==> config.mk <==
export PLATFORM = sky130hd
export DESIGN_NAME = acc_freq_meter
export DESIGN_NICKNAME = d
export VERILOG_FILES = /design/src/rtl/acc_freq_meter_pkg.sv /design/src/rtl/edge_det.sv /design/src/rtl/acc_freq_meter.sv
export SDC_FILE = /design/constraint.sdc
export NUM_CORES = 1
export LEC_CHECK = 0
export BUFFER_PORTS_ARGS = -buffer_cell sky130_fd_sc_hd__buf_4
export CORE_UTILIZATION = 55
export DETAILED_ROUTE_END_ITERATION = 7
export HOLD_SLACK_MARGIN = 0.02
export PLACE_DENSITY = 0.75
export SETUP_SLACK_MARGIN = 0.1
export SLEW_MARGIN = 20
export SYNTH_ARGS = -nofsm -noshare
export SYNTH_HDL_FRONTEND = slang
export SYNTH_SLANG_ARGS = --single-unit
==> constraint.sdc <==
create_clock -name clk -period 3.55 [get_ports clk]
set_input_delay 0.5325 -clock clk [delete_from_list [all_inputs] [get_ports clk]]
set_output_delay 0.5325 -clock clk [all_outputs]
set_load 0.02 [all_outputs]
==> src/rtl/acc_freq_meter_pkg.sv <==
// rtl/acc_freq_meter_pkg.sv - shared FSM encodings and saturating increment for acc_freq_meter
package acc_freq_meter_pkg;

  typedef enum logic {
    IDLE = 1'b0,
    RUN  = 1'b1
  } gate_state_e;

  typedef enum logic {
    P_WAIT = 1'b0,
    P_MEAS = 1'b1
  } per_state_e;

  // Callers zero-extend their counter to 32 bits and cast the result back down.
  function automatic logic [31:0] sat_inc(input logic [31:0] val, input logic [31:0] max_val);
    return (val >= max_val) ? max_val : val + 32'd1;
  endfunction

endpackage

==> src/rtl/edge_det.sv <==
// rtl/edge_det.sv - rising-edge detector; previous value resets high so a level
// already asserted at reset release is not reported as an edge
module edge_det (
  input  logic clk,
  input  logic rst_n,
  input  logic din,
  output logic rise
);

  logic prev_q;
  logic prev_d;

  always_comb prev_d = din;

  always_ff @(posedge clk or negedge rst_n) begin
    if (!rst_n) prev_q <= 1'b1;
    else        prev_q <= prev_d;
  end

  assign rise = din & ~prev_q;

endmodule

==> src/rtl/acc_freq_meter.sv <==
// rtl/acc_freq_meter.sv - counts ACCM carry-out edges per gate window and
// measures the MSB period in clocks
module acc_freq_meter
  import acc_freq_meter_pkg::*;
#(
  parameter int GATE_CYCLES = 65536,
  parameter int CNT_W       = 16
) (
  input  logic             clk,
  input  logic             rst_n,
  input  logic             en,
  input  logic             CO,
  input  logic             Mx,
  output logic [CNT_W-1:0] FREQ,
  output logic             OVF,
  output logic             RDY,
  output logic [CNT_W-1:0] PER,
  output logic             PER_OVF,
  output logic             PER_RDY
);

  localparam int               GATE_W    = $clog2(GATE_CYCLES);
  localparam logic [GATE_W-1:0] GATE_LAST = GATE_W'(GATE_CYCLES - 1);
  localparam logic [CNT_W-1:0]  CNT_MAX   = '1;

  function automatic logic [CNT_W-1:0] cnt_inc(input logic [CNT_W-1:0] v);
    return CNT_W'(sat_inc(32'(v), 32'(CNT_MAX)));
  endfunction

  logic co_rise;
  logic mx_rise;

  edge_det u_co_edge (.clk(clk), .rst_n(rst_n), .din(CO), .rise(co_rise));
  edge_det u_mx_edge (.clk(clk), .rst_n(rst_n), .din(Mx), .rise(mx_rise));

  gate_state_e      gate_state_q, gate_state_d;
  logic [GATE_W-1:0] gate_cnt_q,  gate_cnt_d;
  logic [CNT_W-1:0]  edge_cnt_q,  edge_cnt_d;
  logic              sat_q,       sat_d;
  logic [CNT_W-1:0]  freq_q,      freq_d;
  logic              ovf_q,       ovf_d;
  logic              rdy_q,       rdy_d;

  per_state_e        per_state_q, per_state_d;
  logic [CNT_W-1:0]  per_cnt_q,   per_cnt_d;
  logic              psat_q,      psat_d;
  logic [CNT_W-1:0]  per_q,       per_d;
  logic              per_ovf_q,   per_ovf_d;
  logic              per_rdy_q,   per_rdy_d;

  logic [CNT_W-1:0]  edge_cnt_nxt;
  logic              sat_nxt;

  // The last gate cycle's own edge (and any saturation it causes) belongs to the closing window.
  always_comb begin
    gate_state_d = gate_state_q;
    gate_cnt_d   = gate_cnt_q;
    edge_cnt_d   = edge_cnt_q;
    sat_d        = sat_q;
    freq_d       = freq_q;
    ovf_d        = ovf_q;
    rdy_d        = 1'b0;
    edge_cnt_nxt = co_rise ? cnt_inc(edge_cnt_q) : edge_cnt_q;
    sat_nxt      = sat_q | (co_rise & (edge_cnt_q == CNT_MAX));

    case (gate_state_q)
      IDLE: begin
        gate_cnt_d = '0;
        edge_cnt_d = '0;
        sat_d      = 1'b0;
        if (en) gate_state_d = RUN;
      end
      RUN: begin
        if (!en) begin
          gate_state_d = IDLE;
          gate_cnt_d   = '0;
          edge_cnt_d   = '0;
          sat_d        = 1'b0;
        end else if (gate_cnt_q == GATE_LAST) begin
          freq_d     = edge_cnt_nxt;
          ovf_d      = sat_nxt;
          rdy_d      = 1'b1;
          gate_cnt_d = '0;
          edge_cnt_d = '0;
          sat_d      = 1'b0;
        end else begin
          gate_cnt_d = gate_cnt_q + 1'b1;
          edge_cnt_d = edge_cnt_nxt;
          sat_d      = sat_nxt;
        end
      end
      default: gate_state_d = IDLE;
    endcase
  end

  always_comb begin
    per_state_d = per_state_q;
    per_cnt_d   = per_cnt_q;
    psat_d      = psat_q;
    per_d       = per_q;
    per_ovf_d   = per_ovf_q;
    per_rdy_d   = 1'b0;

    case (per_state_q)
      P_WAIT: begin
        per_cnt_d = '0;
        psat_d    = 1'b0;
        if (en && mx_rise) begin
          per_state_d = P_MEAS;
          per_cnt_d   = CNT_W'(1);
        end
      end
      P_MEAS: begin
        if (!en) begin
          per_state_d = P_WAIT;
          per_cnt_d   = '0;
          psat_d      = 1'b0;
        end else if (mx_rise) begin
          per_d     = per_cnt_q;
          per_ovf_d = psat_q;
          per_rdy_d = 1'b1;
          per_cnt_d = CNT_W'(1);
          psat_d    = 1'b0;
        end else begin
          per_cnt_d = cnt_inc(per_cnt_q);
          psat_d    = psat_q | (per_cnt_q == CNT_MAX);
        end
      end
      default: per_state_d = P_WAIT;
    endcase
  end

  always_ff @(posedge clk or negedge rst_n) begin
    if (!rst_n) begin
      gate_state_q <= IDLE;
      gate_cnt_q   <= '0;
      edge_cnt_q   <= '0;
      sat_q        <= 1'b0;
      freq_q       <= '0;
      ovf_q        <= 1'b0;
      rdy_q        <= 1'b0;
      per_state_q  <= P_WAIT;
      per_cnt_q    <= '0;
      psat_q       <= 1'b0;
      per_q        <= '0;
      per_ovf_q    <= 1'b0;
      per_rdy_q    <= 1'b0;
    end else begin
      gate_state_q <= gate_state_d;
      gate_cnt_q   <= gate_cnt_d;
      edge_cnt_q   <= edge_cnt_d;
      sat_q        <= sat_d;
      freq_q       <= freq_d;
      ovf_q        <= ovf_d;
      rdy_q        <= rdy_d;
      per_state_q  <= per_state_d;
      per_cnt_q    <= per_cnt_d;
      psat_q       <= psat_d;
      per_q        <= per_d;
      per_ovf_q    <= per_ovf_d;
      per_rdy_q    <= per_rdy_d;
    end
  end

  assign FREQ    = freq_q;
  assign OVF     = ovf_q;
  assign RDY     = rdy_q;
  assign PER     = per_q;
  assign PER_OVF = per_ovf_q;
  assign PER_RDY = per_rdy_q;

endmodule

## Word level (Yosys, flattened, before mapping)

Index checks and enable logic that the tools add are counted.

| word-level totals | value |
|---|---|
| bits in latches | 0 |
| memories | 0 |
| logic and storage cells | 63 |
| bits in registers | 90 |
| input port bits | 5 |
| RAM bits | 0 |
| bits in read-only memories | 0 |
| output and inout bits | 36 |

| operators by class | value |
|---|---|
| eq/ne operators | 3 |
| $add $sub $neg | 3 |
| reduce and logical (&&, ||, !) cells | 3 |
| shifts and indexed selects | 0 |
| bitwise gates (word level) | 9 |
| div/mod/pow operators | 0 |
| $mul | 0 |
| magnitude comparators | 2 |
| multiplexer cells | 28 |

Operators with widths:

| operator | count |
|---|---|
| 2-to-1 mux 16 bit | 9 |
| case mux 16 bit (2 select lines) | 3 |
| adder 16 x 1 -> 16 bit (second input constant) | 3 |
| equality test 16 bit (second input constant) | 3 |
| greater-or-equal comparator 16 bit (second input constant) | 2 |
| 2-to-1 mux 1 bit | 13 |
| case mux 1 bit (2 select lines) | 3 |
| AND reduction 3 bit | 2 |
| NOT 1 bit | 4 |
| AND 1 bit | 3 |
| OR 1 bit | 2 |
| logical AND 1 bit | 1 |

## Longest topological paths before layout

| logic depth | value |
|---|---|
| word-level depth | 7 |
| depth in mapped cells | 8 |
| gate-level depth less buffers | 7 |

## Hierarchy

From an unflattened synthesis, not the netlist that was laid out.

| unflattened totals | value |
|---|---|
| cell total of the unflattened synthesis | 378 |
| area, all modules | 4,096.4 sq um |

By module, submodules not included:

| module | seq. area each (sq um) | area an instance (sq um) | times used | cells an instance |
|---|---|---|---|---|
| acc_freq_meter | 2,202.1 | 4,016.4 | 1 | 374 |
| edge_det | 26.3 | 40.0 | 2 | 2 |

## Least setup slack after synthesis

OpenSTA, ideal clock, no wires.

| timing path | value |
|---|---|
| path kind | flip-flop to flip-flop |
| from | register edge_cnt_q[0] |
| to | register freq_q[14], in the netlist FREQ[14] |
| cell stages (with the launch flop) | 8 |
| setup slack | 1,742 ps |
| clock period less this slack | 1,808 ps |
| arrival time | 1,678 ps |
| cell sequence | dfrtp_1 > ha_1 > nand3b_1 > or2_1 > buf_6 > or3_1 > o32ai_2 > o21ai_1 |

| between the ends | value |
|---|---|
| cells in the longest elaborated chain, start to end | 3 |
| elaborated cells between the ends (all ways) | 4 |
| those cells by class | add/sub: 1; order compare: 1; mux: 2 |

Ends and longest elaborated chain:

| element | line | source |
|---|---|---|
| start, declared | acc_freq_meter.sv:38 | `logic [CNT_W-1:0] edge_cnt_q, edge_cnt_d;` |
| start signal, assigned | acc_freq_meter.sv:151 | `edge_cnt_q <= edge_cnt_d;` |
| adder 16 x 1 -> 16 bit / greater-or-equal comparator 16 bit (equally long branches) | acc_freq_meter_pkg.sv:16 | `return (val >= max_val) ? max_val : val + 32'd1;` |
| 2-to-1 mux 16 bit * | acc_freq_meter_pkg.sv:16 |  |
| 2-to-1 mux 16 bit * | acc_freq_meter.sv:63 | `edge_cnt_nxt = co_rise ? cnt_inc(edge_cnt_q) : edge_cnt_q;` |
| end signal, assigned | acc_freq_meter.sv:153 | `freq_q <= freq_d;` |
| end, declared | acc_freq_meter.sv:40 | `logic [CNT_W-1:0] freq_q, freq_d;` |

Every way passes the cells marked *; elsewhere a longest branch is shown, timed or not.
A chain may end at the register's enable or synchronous reset.

## Worst setup path in the final report

| timing path | value |
|---|---|
| from | register gate_cnt_q[0] |
| to | register freq_q[15], in the netlist FREQ[15] |

| between the ends | value |
|---|---|
| cells in the longest elaborated chain, start to end | 2 |

Ends and longest elaborated chain:

| element | line | source |
|---|---|---|
| start, declared | acc_freq_meter.sv:37 | `logic [GATE_W-1:0] gate_cnt_q, gate_cnt_d;` |
| start signal, assigned | acc_freq_meter.sv:150 | `gate_cnt_q <= gate_cnt_d;` |
| equality test 16 bit | acc_freq_meter.sv:79 | `end else if (gate_cnt_q == GATE_LAST) begin` |
| AND reduction 3 bit (no line) | - |  |

No other way between the ends.

==> metrics.md <==
| Metric | Value |
|---|---|
| Setup Skew | `0.0116 ns` |
| Overall power | `1.87 mW` |
| Clock root buffer | `sky130_fd_sc_hd__clkbuf_8` |
| Layout cells sized above 1 | `22.6%` |
| Vias in the first global route | `2,764` |
| # resized after CTS | `0` |
| Max-Cap Viols | `0` |
| Final setup violation count | `0` |
| Count of pins over their slew limit | `0` |
| Final layout net count | `415` |
| Clock net sink count | `90` |
| Die boundary height | `a little under 90 um` |
| Maximum vdd drop | `approximately 0.21 mV` |
| Antenna cell count | `0` |
| XOR/XNOR share of the synthesized area | `6.88%` |
| Total global routing track utilization | `between 20% and 30%` |
| Data required time at the worst endpoint | `3.83 ns` |
| Status | `completed` |
| Cell area after synthesis | `roughly 0.004 sq mm` |
| Normalized max-slew margin | `a little over two fifths` |
| Endpoint class of the critical path | `flop` |
| Pin count of the biggest net entering global routing | `between 50 and 60` |
| Setup repair after global routing missed its margin | `no` |
| PwrDens | `just over 400 mW/mm^2` |
| H-tree Lvls | `3` |
| Worst-path clk slew | `about 0.090 ns` |
| Min Tclk post-route | `roughly 2.1 ns` |
| Net count of the mapped netlist | `373` |
| Slew at the pin with the worst max-slew slack | `0.861 ns` |
| Die X-Extent | `86.7 um` |
| Critical-path maximum fanout | `30` |
| Post-Route Setup TNS | `0 ns` |
| CTS buffer count | `9` |
| Clock tree from TritonCTS | `yes` |
| Initial DRC Count | `~130` |
| Drt via density | `5.47` |
| Critical Setup Path Class | `reg -> reg` |
| Simple-gate share of the synthesized area | `between 20% and 30%` |
| Setup slack of the most critical reg-to-reg path | `1.45 ns` |
| Die footprint | `about 0.0075 sq mm` |
| Fin crit share | `59.2%` |
| Total number of vias | `around 2,800` |
| DRC violations left | `0` |
| Type of the tightest min-delay check | `in -> async` |
| Final weighted congestion of routability-driven global placement | `0.772` |
| Remaining global-route overflow | `0` |
| Fraction of the mapped netlist area in adder cells | `0.951%` |
| Drt wl/cell | `roughly 14 um` |
| Wire length of the first global-routing pass | `12.6 mm` |
| Static Leakage | `2.09 nW` |
| Post-synthesis cell type count | `48` |
| Drt first pass iters | `4` |
| Mux contribution to synthesized area | `5.04%` |
| Number of rows in the core area | `30` |
| Synth Area in Compound Gates | `7.48%` |
| Synthesized area divided by synthesized cell count | `10.8 sq um` |
| Clock insertion delay at the later pin of the skew report | `between 0.3 and 0.4 ns` |
| Wire length reported by the detailed router | `7.31 mm` |
| Core Area | `0.00687 sq mm` |
| Main combinational cell family by area after synthesis | `simple AND/OR/NAND/NOR gates` |
| CP Data Arrival Time | `2.38 ns` |
| Initial cell density of the core | `57.5%` |
| Setup Buffers After CTS | `0` |
| FF+latch count, synth | `90` |
| Final hold vios | `0` |
| Count of yosys warnings during synthesis | `0` |
| I/O pin cnt | `41` |
| Post-Synthesis Cells | `365` |
| Port buffer count | `40` |
| Filler Cell Count | `roughly 550` |
| Critical path startpoint category | `flop` |
| Number of hold buffers added after cts | `0` |
| Remaining number of nets flagged by the antenna check after routing | `0` |
| Sequential cell area fraction in the yosys report | `between 50% and 60%` |
| Clock Path Buffers | `2` |
| Area growth from synthesis to final layout | `15.4%` |
| Antenna violations before repair | `0` |
| Placed wire-length estimate after detailed placement | `5.02 mm` |
| Maximum frequency from static timing analysis | `between 0.4 and 0.5 GHz` |
## power breakdown
| part | internal (mW) | switching [mW] | total [mW] |
|---|---|---|---|
| combinational | 0.0143 | 0.0401 | 0.0544 |
| clock | 0.417 | 0.359 | 0.775 |
| sequential | 1.03 | 0.00647 | 1.04 |
| total | 1.46 | 0.405 | 1.87 |
## flip-flops by register name, indices dropped and copies added (netlist names)
signal            count
PER                  16
sat_q                 1
per_state_q           1
FREQ                 16
PER_RDY               1
gate_state_q          1
PER_OVF               1
gate_cnt_q           16
u_mx_edge.prev_q      1
psat_q                1
OVF                   1
RDY                   1
edge_cnt_q           16
per_cnt_q            16
u_co_edge.prev_q      1
## per-stage QoR
stage	util [%]	instances	hold slack, ns	setup slack (ns)	area (sq um)
2_1_floorplan	-	365	0.237	1.74	3950
6_report	66.3	508	0.186	1.45	4560
3_5_place_dp	63.0	492	0.470	1.38	4330
3_3_place_gp	63.0	492	0.468	1.43	4330
5_1_grt	66.3	508	0.235	1.20	4560
4_1_cts	66.3	508	0.218	1.42	4560
## cells in the mapped netlist (all sizes together)
| master | instances | share of area, % |
|---|---|---|
| nand3b | 2 | 0.38 |
| xnor2 | 15 | 3.3 |
| o21ai | 21 | 2.7 |
| buf | 4 | 0.73 |
| inv | 10 | 0.95 |
| a21o | 1 | 0.19 |
| and4b | 1 | 0.25 |
| and3 | 8 | 1.3 |
| a31o | 2 | 0.44 |
| ha | 3 | 0.95 |
| nor4b | 1 | 0.60 |
| nor3 | 5 | 0.76 |
| mux2 | 15 | 4.3 |
| a311oi | 1 | 0.22 |
| dfstp | 2 | 1.3 |
| o22ai | 1 | 0.16 |
| o211ai | 2 | 0.38 |
| nand4 | 10 | 1.6 |
| a31oi | 3 | 0.48 |
| nor4 | 4 | 1.3 |
| o32ai | 1 | 0.41 |
| nor2b | 2 | 0.32 |
| or2 | 2 | 0.32 |
| nor2 | 50 | 4.8 |
| or4 | 2 | 0.48 |
| and4bb | 1 | 0.32 |
| nand4b | 1 | 0.22 |
| xor2 | 16 | 3.5 |
| dfrtp | 88 | 56 |
| a21oi | 20 | 2.5 |
| nand2 | 36 | 3.5 |
| nand3 | 20 | 3.0 |
| or3 | 1 | 0.16 |
| and4 | 4 | 0.89 |
| mux2i | 3 | 0.76 |
| clkbuf | 7 | 0.67 |
## kinds of logic after synthesis
family | count (synthesis)
buffers and inverters | 21
and+or+nand+nor | 150
AOI/OAI and AO/OA | 52
xor gates and xnor gates | 31
muxes | 18
adders and majority gates | 3
DFF | 90
## cells in the final DEF, fill, tap and decap left out, types with 2 or more instances in the layout
cell	netlist	layout
sky130_fd_sc_hd__a21oi_1	20	20
sky130_fd_sc_hd__a31o_2	2	2
sky130_fd_sc_hd__a31oi_1	3	3
sky130_fd_sc_hd__and3_1	7	7
sky130_fd_sc_hd__and4_1	4	4
sky130_fd_sc_hd__buf_4	1	42
sky130_fd_sc_hd__bufinv_16	0	2
sky130_fd_sc_hd__clkbuf_8	0	10
sky130_fd_sc_hd__clkinv_4	0	2
sky130_fd_sc_hd__dfrtp_1	88	88
sky130_fd_sc_hd__dfstp_2	2	2
sky130_fd_sc_hd__ha_1	3	3
sky130_fd_sc_hd__inv_1	9	9
sky130_fd_sc_hd__mux2_2	15	15
sky130_fd_sc_hd__mux2i_1	3	3
sky130_fd_sc_hd__nand2_1	35	35
sky130_fd_sc_hd__nand3_1	16	16
sky130_fd_sc_hd__nand3_2	4	4
sky130_fd_sc_hd__nand3b_1	2	2
sky130_fd_sc_hd__nand4_1	10	10
sky130_fd_sc_hd__nor2_1	50	50
sky130_fd_sc_hd__nor2b_1	2	2
sky130_fd_sc_hd__nor3_1	4	4
sky130_fd_sc_hd__nor4_2	2	2
sky130_fd_sc_hd__o211ai_1	2	2
sky130_fd_sc_hd__o21ai_0	6	6
sky130_fd_sc_hd__o21ai_1	15	15
sky130_fd_sc_hd__xnor2_1	15	15
sky130_fd_sc_hd__xor2_1	16	16
## worst max-delay path, cell delays in order, from the launching register on
cell and delay [ns]:
sky130_fd_sc_hd__dfrtp_1 0.40, sky130_fd_sc_hd__ha_1 0.21, sky130_fd_sc_hd__nand4_1 0.18, sky130_fd_sc_hd__and4bb_2 0.35
sky130_fd_sc_hd__nand3_2 0.44, sky130_fd_sc_hd__inv_2 0.25, sky130_fd_sc_hd__nor2_1 0.06, sky130_fd_sc_hd__a21oi_1 0.13
## cell type report
cell class | instances | area [sq um] | share of cell area (%)
clock buffer | 10 | 138 | 3.02
tap | 96 | 120 | 2.64
sequential | 90 | 2250 | 49.5
timing repair buffer | 42 | 315 | 6.92
multi-input combinational | 254 | 1600 | 35.1
clock inverter | 6 | 90.1 | 1.98
inverter | 10 | 37.5 | 0.824
## per-layer routing
metal	part of all wire, %	vias to the layer above	track usage [%]
met5	0	-	0
met4	2.3	0	11.2
met3	2.9	15	3.24
met2	50	51	36.4
met1	45	1364	27.6
li1	-	1348	-
## path summary, 6_finish.rpt
kind / from / to / cells after the start
max: gate_cnt_q[0] / FREQ[15] / 7
min: rst_n / FREQ[1] / 1
max reg2reg: gate_cnt_q[0] / FREQ[15] / 7
min reg2reg: FREQ[0] / FREQ[0] / 2
max in group asynchronous: rst_n / u_co_edge.prev_q / 2
min in group clk: Mx / u_mx_edge.prev_q / 1
Note: power is estimated with default switching activity, not from simulation.
